## src/rtl/vga_timing_pkg.sv

```systemverilog
`default_nettype none
// ============================================================================
// Module   : vga_timing_pkg
// Brief    : 640x480@60 raster timing constants, derived sync windows and a
//            helper that maps an asserted sync flag onto the pin level.
// Revision : 1.0 - initial release
// ============================================================================
package vga_timing_pkg;

  // Counter width shared by the x/y outputs and both axis counters
  localparam int c_CNT_W = 10;

  // Horizontal timing (pixels)
  localparam int c_H_DISPLAY = 640;
  localparam int c_H_FRONT   = 16;
  localparam int c_H_SYNC    = 96;
  localparam int c_H_BACK    = 48;
  localparam int c_H_TOTAL   = c_H_DISPLAY + c_H_FRONT + c_H_SYNC + c_H_BACK;

  // Vertical timing (lines)
  localparam int c_V_DISPLAY = 480;
  localparam int c_V_FRONT   = 10;
  localparam int c_V_SYNC    = 2;
  localparam int c_V_BACK    = 33;
  localparam int c_V_TOTAL   = c_V_DISPLAY + c_V_FRONT + c_V_SYNC + c_V_BACK;

  // Inclusive sync windows, shared with the overlay stages
  localparam int c_H_SYNC_START = c_H_DISPLAY + c_H_FRONT;
  localparam int c_H_SYNC_END   = c_H_SYNC_START + c_H_SYNC - 1;
  localparam int c_V_SYNC_START = c_V_DISPLAY + c_V_FRONT;
  localparam int c_V_SYNC_END   = c_V_SYNC_START + c_V_SYNC - 1;

  // Pin level for a sync flag: inverted when the board wants active-low sync
  function automatic logic sync_pin(input logic asserted, input logic active_low);
    return active_low ? ~asserted : asserted;
  endfunction

endpackage : vga_timing_pkg
`default_nettype wire

```

## src/rtl/vga_axis_counter.sv

```systemverilog
`default_nettype none
// ============================================================================
// Module   : vga_axis_counter
// Brief    : One raster axis. Counts 0..TOTAL-1 on each advance, reports the
//            wrap, and flags display/sync for the value being loaded so that
//            registered flags line up with the new count.
// Revision : 1.0 - initial release
// ============================================================================
module vga_axis_counter #(
  parameter int DISPLAY = 640,
  parameter int FRONT   = 16,
  parameter int SYNC    = 96,
  parameter int BACK    = 48,
  parameter int WIDTH   = 10
) (
  input  logic             clk,
  input  logic             reset,
  input  logic             adv,
  output logic [WIDTH-1:0] count,
  output logic             wrap,
  output logic             active,
  output logic             sync_on
);

  localparam int             c_TOTAL      = DISPLAY + FRONT + SYNC + BACK;
  localparam logic [WIDTH-1:0] c_LAST       = WIDTH'(c_TOTAL - 1);
  localparam logic [WIDTH-1:0] c_DISP_END   = WIDTH'(DISPLAY);
  localparam logic [WIDTH-1:0] c_SYNC_FIRST = WIDTH'(DISPLAY + FRONT);
  localparam logic [WIDTH-1:0] c_SYNC_LAST  = WIDTH'(DISPLAY + FRONT + SYNC - 1);

  logic [WIDTH-1:0] r_count;
  logic [WIDTH-1:0] w_count_nxt;
  logic             w_at_last;

  // Next count: hold unless advancing, wrap to zero after the last position
  always_comb begin
    w_at_last   = (r_count == c_LAST);
    w_count_nxt = r_count;
    if (adv) begin
      w_count_nxt = w_at_last ? '0 : r_count + WIDTH'(1);
    end
  end

  // Counter register; reset parks on the last position so the first advance enters 0
  always_ff @(posedge clk or posedge reset) begin
    if (reset) begin
      r_count <= c_LAST;
    end else begin
      r_count <= w_count_nxt;
    end
  end

  assign count   = r_count;
  assign wrap    = adv & w_at_last;
  // Flags describe the value about to be loaded, so the parent can register
  // them on the same edge as the count and keep zero latency against it.
  assign active  = (w_count_nxt < c_DISP_END);
  assign sync_on = (w_count_nxt >= c_SYNC_FIRST) && (w_count_nxt <= c_SYNC_LAST);

endmodule : vga_axis_counter
`default_nettype wire

```

## src/rtl/vga_sync_gen.sv

```systemverilog
`default_nettype none
// ============================================================================
// Module   : vga_sync_gen
// Brief    : Raster timing generator. Chains a horizontal and a vertical axis
//            counter and registers display enable, sync pins, line/frame
//            strobes and a free-running frame counter.
// Revision : 1.0 - initial release
// ============================================================================
module vga_sync_gen
  import vga_timing_pkg::*;
#(
  parameter int H_DISPLAY       = c_H_DISPLAY,
  parameter int H_FRONT         = c_H_FRONT,
  parameter int H_SYNC          = c_H_SYNC,
  parameter int H_BACK          = c_H_BACK,
  parameter int V_DISPLAY       = c_V_DISPLAY,
  parameter int V_FRONT         = c_V_FRONT,
  parameter int V_SYNC          = c_V_SYNC,
  parameter int V_BACK          = c_V_BACK,
  parameter int SYNC_ACTIVE_LOW = 1,
  parameter int FRAME_W         = 8
) (
  input  logic               clk,
  input  logic               reset,
  input  logic               ce,
  output logic [9:0]         x,
  output logic [9:0]         y,
  output logic               display_on,
  output logic               hsync,
  output logic               vsync,
  output logic               line_start,
  output logic               frame_start,
  output logic [FRAME_W-1:0] frame_count
);

  localparam logic c_ACTIVE_LOW = (SYNC_ACTIVE_LOW != 0);
  localparam logic c_SYNC_IDLE  = c_ACTIVE_LOW;

  logic [c_CNT_W-1:0] w_h_count;
  logic               w_h_wrap;
  logic               w_h_active;
  logic               w_h_sync_on;
  logic [c_CNT_W-1:0] w_v_count;
  logic               w_v_wrap;
  logic               w_v_active;
  logic               w_v_sync_on;

  logic               r_display_on;
  logic               r_hsync;
  logic               r_vsync;
  logic               r_line_start;
  logic               r_frame_start;
  logic [FRAME_W-1:0] r_frame_count;

  vga_axis_counter #(
    .DISPLAY (H_DISPLAY),
    .FRONT   (H_FRONT),
    .SYNC    (H_SYNC),
    .BACK    (H_BACK),
    .WIDTH   (c_CNT_W)
  ) u_h_axis (
    .clk     (clk),
    .reset   (reset),
    .adv     (ce),
    .count   (w_h_count),
    .wrap    (w_h_wrap),
    .active  (w_h_active),
    .sync_on (w_h_sync_on)
  );

  // Vertical axis steps once per completed line
  vga_axis_counter #(
    .DISPLAY (V_DISPLAY),
    .FRONT   (V_FRONT),
    .SYNC    (V_SYNC),
    .BACK    (V_BACK),
    .WIDTH   (c_CNT_W)
  ) u_v_axis (
    .clk     (clk),
    .reset   (reset),
    .adv     (w_h_wrap),
    .count   (w_v_count),
    .wrap    (w_v_wrap),
    .active  (w_v_active),
    .sync_on (w_v_sync_on)
  );

  // Level outputs registered from the next-position flags (same edge as x/y)
  always_ff @(posedge clk or posedge reset) begin
    if (reset) begin
      r_display_on <= 1'b0;
      r_hsync      <= c_SYNC_IDLE;
      r_vsync      <= c_SYNC_IDLE;
    end else begin
      r_display_on <= w_h_active & w_v_active;
      r_hsync      <= sync_pin(w_h_sync_on, c_ACTIVE_LOW);
      r_vsync      <= sync_pin(w_v_sync_on, c_ACTIVE_LOW);
    end
  end

  // Strobes follow the advancing edge only; frame counter steps with frame_start
  always_ff @(posedge clk or posedge reset) begin
    if (reset) begin
      r_line_start  <= 1'b0;
      r_frame_start <= 1'b0;
      r_frame_count <= '1;
    end else begin
      r_line_start  <= w_h_wrap;
      r_frame_start <= w_v_wrap;
      if (w_v_wrap) begin
        r_frame_count <= r_frame_count + FRAME_W'(1);
      end
    end
  end

  assign x           = w_h_count;
  assign y           = w_v_count;
  assign display_on  = r_display_on;
  assign hsync       = r_hsync;
  assign vsync       = r_vsync;
  assign line_start  = r_line_start;
  assign frame_start = r_frame_start;
  assign frame_count = r_frame_count;

endmodule : vga_sync_gen
`default_nettype wire

```

## config.mk

```make
export PLATFORM = sky130hd
export DESIGN_NAME = vga_sync_gen
export DESIGN_NICKNAME = d
export VERILOG_FILES = /design/src/rtl/vga_timing_pkg.sv /design/src/rtl/vga_axis_counter.sv /design/src/rtl/vga_sync_gen.sv
export SDC_FILE = /design/constraint.sdc
export NUM_CORES = 1
export LEC_CHECK = 0
export CAP_MARGIN = 10
export CORE_UTILIZATION = 46
export CTS_CLUSTER_DIAMETER = 60
export DETAILED_ROUTE_END_ITERATION = 10
export GPL_ROUTABILITY_DRIVEN = 0
export PLACE_DENSITY = 0.75
export SYNTH_ARGS = -nofsm -noshare
export SYNTH_HDL_FRONTEND = slang
export SYNTH_SLANG_ARGS = --single-unit
```

## constraint.sdc

```tcl
create_clock -name clk -period 2.1 [get_ports clk]
set_input_delay 0.315 -clock clk [delete_from_list [all_inputs] [get_ports clk]]
set_output_delay 0.315 -clock clk [all_outputs]
set_load 0.02 [all_outputs]
```

==> out/metrics.yaml <==
outcome:
  status: "complete, but fails checks"
  violations: "negative setup slack"
cts:
  htreeDepth: 2
  postCtsHoldBufs: 0
  clkSlewWorstSetupHoldPaths_ps: 70
  clock_sinks: 33
  cts.path.max_buffers: 2
  root_buffer: "clkbuf_8"
  cts_tree: "done"
  cts_buffers: 5
  clk_latency_ps: 280
placement:
  dpl.cell_count: 300
  port_buffers: 35
  place_ws_ps: -333.5
  dpl.hpwl_mm: 3.337
layout:
  final_common_cell: "buf_4"
  utilization: 0.7457
  n_fill_cell: 253
  multi_input_comb_area_um2: 930.9
  syn_to_final_growth_pct: 54.75
  final_layout_size_suffix_gt1_frac: 0.4091
  instances_no_fill: 312
  mostFrequentLayoutCells: "47 x buf_4, 35 x clkdlybuf4s50_1, 20 x dfstp_2, 18 x nand2_1, 12 x inv_1"
  antenna_cells: 0
  final_nets: 270
  seq_area_um2: 855.8
yosys:
  avgSynthCellArea_um2: 9.856
  ys_ff_latch: 33
  synth_cell_types: 42
  yosys_warnings: 0
  synth_fp_nets: 186
  synthCells: 179
  yosysSeqAreaShare: 0.4823
  synth_area_mm2: 0.001764
floorplan:
  die_y_um: 63.93
  num_rows: 22
  start_util: 0.4819
  dieArea_mm2: 0.004087
  die_width_um: 63.93
  io_pins: 36
  core-area_mm2: 0.003661
routing:
  vias_per_cell: 5.484
  drt-wirelength-per-cell_um: 15.58
  drtIter0Drc: 96
  num_vias: 1711
  wirelength_mm: 4.862
  drc_errors: 0
  dr.pass1.iters: 4
  drtAntennaViolNets: 0
setup_path:
  crit_top_cell: "or3_4"
  slowest_delay_ps: 430
  critPathMaxFanout: 6
  start_kind: "register"
  slowest_stage: "or4_4"
  crit_type: "register to register"
  worstSetupEndpointType: "register"
  worstPathRequired_ps: 2250
  cp_cell_sequence: "or3_4, or3_4, or4_4, a222oi_1, a211oi_1"
  cp.arrival_ps: 2410
pwr:
  irDropWorstVdd_v: 0.0004095
  power.density_mw_per_mm2: 611.1
  switching_share: 0.3049
  power_frac_seq: 0.455
  power.leakage_nw: 1.145
  pwr-share-clk: 0.278
  p_int_mw: 1.160
  p_sw_mw: 0.5086
  pwr-share-comb: 0.266
  total_power_mw: 1.668
global_routing:
  busiest_layer: "met2"
  grtUsageTotal: 0.2472
  grt.overflow.total: 0
  use_met1: 0.3052
  grt_pass1_vias: 1748
  grt_use_met3: 0.03929
  grt_start_max_net_pins: 34
  grt_pass1_wl_mm: 7.803
  grt_antenna_before_repair: 0
  met2_usage: 0.4122
worst_hold_path:
  hold_path.class: "input port to async pin"
timing:
  worst_slack_ps: -161.2
  tightest_slew_ps: 424.5
  slew_headroom: 0.7130
  final-hold-violation-count: 0
  clock.fmax_ghz: 0.4422
  slew_viol_final: 0
  finalCritPeriodShare: 1.077
  rsz0062_at_grt: "yes"
  min_period_ps: 2261
  finalSetupViolCount: 9
  fin_skew_ps: 4.028
run:
  max_cap_violations: 0
critical path: cells and delay by family (launching register included):
kind | cells | cell delay (ps)
flops | 1 | 410
simple gates | 3 | 1200
compound gates | 2 | 520
layout make-up:
class	instances	area share
multi-input cells	123	0.3410
well taps	48	0.02200
inverters	15	0.02200
flip-flops and latches	33	0.3135
clock inverters	3	0.006416
clock buffers	5	0.02521
repair buffers	85	0.2699
synthesized netlist by cell type, drive strengths merged:
cell type,count,area [um^2]
a31oi,1,6.260
nor4b,1,8.760
o41ai,1,8.760
buf,4,20.02
nand4,11,68.82
or3,5,36.28
clkbuf,4,15.01
or2,1,6.260
o31ai,2,15.01
o211ai,2,15.01
a31o,1,8.760
and3,1,6.260
nand2,19,71.32
a21oi,5,25.02
mux2,2,22.52
a32o,1,10.01
inv,15,56.30
dfrtp,13,325.3
o311ai,1,8.760
a222oi,1,10.01
nor2,5,21.27
a311oi,1,8.760
a211o,1,8.760
xor2,6,52.55
nor3,4,20.02
a21o,3,22.52
nand3,12,60.06
o21ai,9,45.04
or4,3,26.27
nor4,5,52.55
dfstp,20,525.5
and4,2,17.52
or4b,1,10.01
nor2b,2,12.51
xnor2,9,78.83
a211oi,1,7.510
ha,4,50.05
state kept, by name, indices dropped and copies added (netlist names):
| register | cells |
|---|---|
| frame_start | 1 |
| u_v_axis.count | 10 |
| vsync | 1 |
| u_h_axis.count | 10 |
| hsync | 1 |
| line_start | 1 |
| frame_count | 8 |
| display_on | 1 |
per-layer routing:
layer | vias up | routed length (um)
li1 | 812 | -
met1 | 827 | 2114
met2 | 59 | 2415
met3 | 13 | 222
met4 | 0 | 109
met5 | - | 0
kinds of logic after synthesis:
| family | share of synthesized area |
|---|---|
| and+or+nand+nor | 0.2369 |
| DFF | 0.4823 |
| AOI/OAI and AO/OA | 0.1135 |
| buffers and inverters | 0.05177 |
| xor gates and xnor gates | 0.07447 |
| adders and majority gates | 0.02837 |
| muxes | 0.01277 |
through the flow:
stage	setup TNS, ps	hold slack, ps	cell area, um^2
after floorplan	-367.6	428.8	1822
after global placement	-1811	486.0	2510
after detailed placement	-2279	497.6	2510
after CTS	-881.5	426.6	2655
after global routing	-1262	474.4	2730
final	-704.1	413.1	2730
power groups by stage:
stage	clock network (mW)	registers (mW)	logic [mW]
CTS	0.472	0.751	0.433
floorplan	0	0.825	0.132
detailed placement	0	0.753	0.397
global route	0.503	0.765	0.478
finish	0.464	0.760	0.444
global placement	0	0.751	0.388
path summary, 6_finish.rpt:
check	cells past startpoint	to	slack, ps	start
worst max-delay path	5	display_on	-160	u_h_axis.count[5]
worst min-delay path	3	line_start	410	reset
worst max register to register	5	display_on	-160	u_h_axis.count[5]
worst min register to register	1	frame_count[6]	500	frame_count[6]
max in group asynchronous	3	frame_count[1]	1350	reset
min in group clk	1	frame_count[6]	500	frame_count[6]
timing repair:
action | CTS | global route
gates resized for setup | 7 | 16
pin swaps | 8 | 12
endpoints found under the setup margin | 12 | 14
buffers inserted | 3 | 1
No activity file was read; power rests on OpenSTA's default activity.
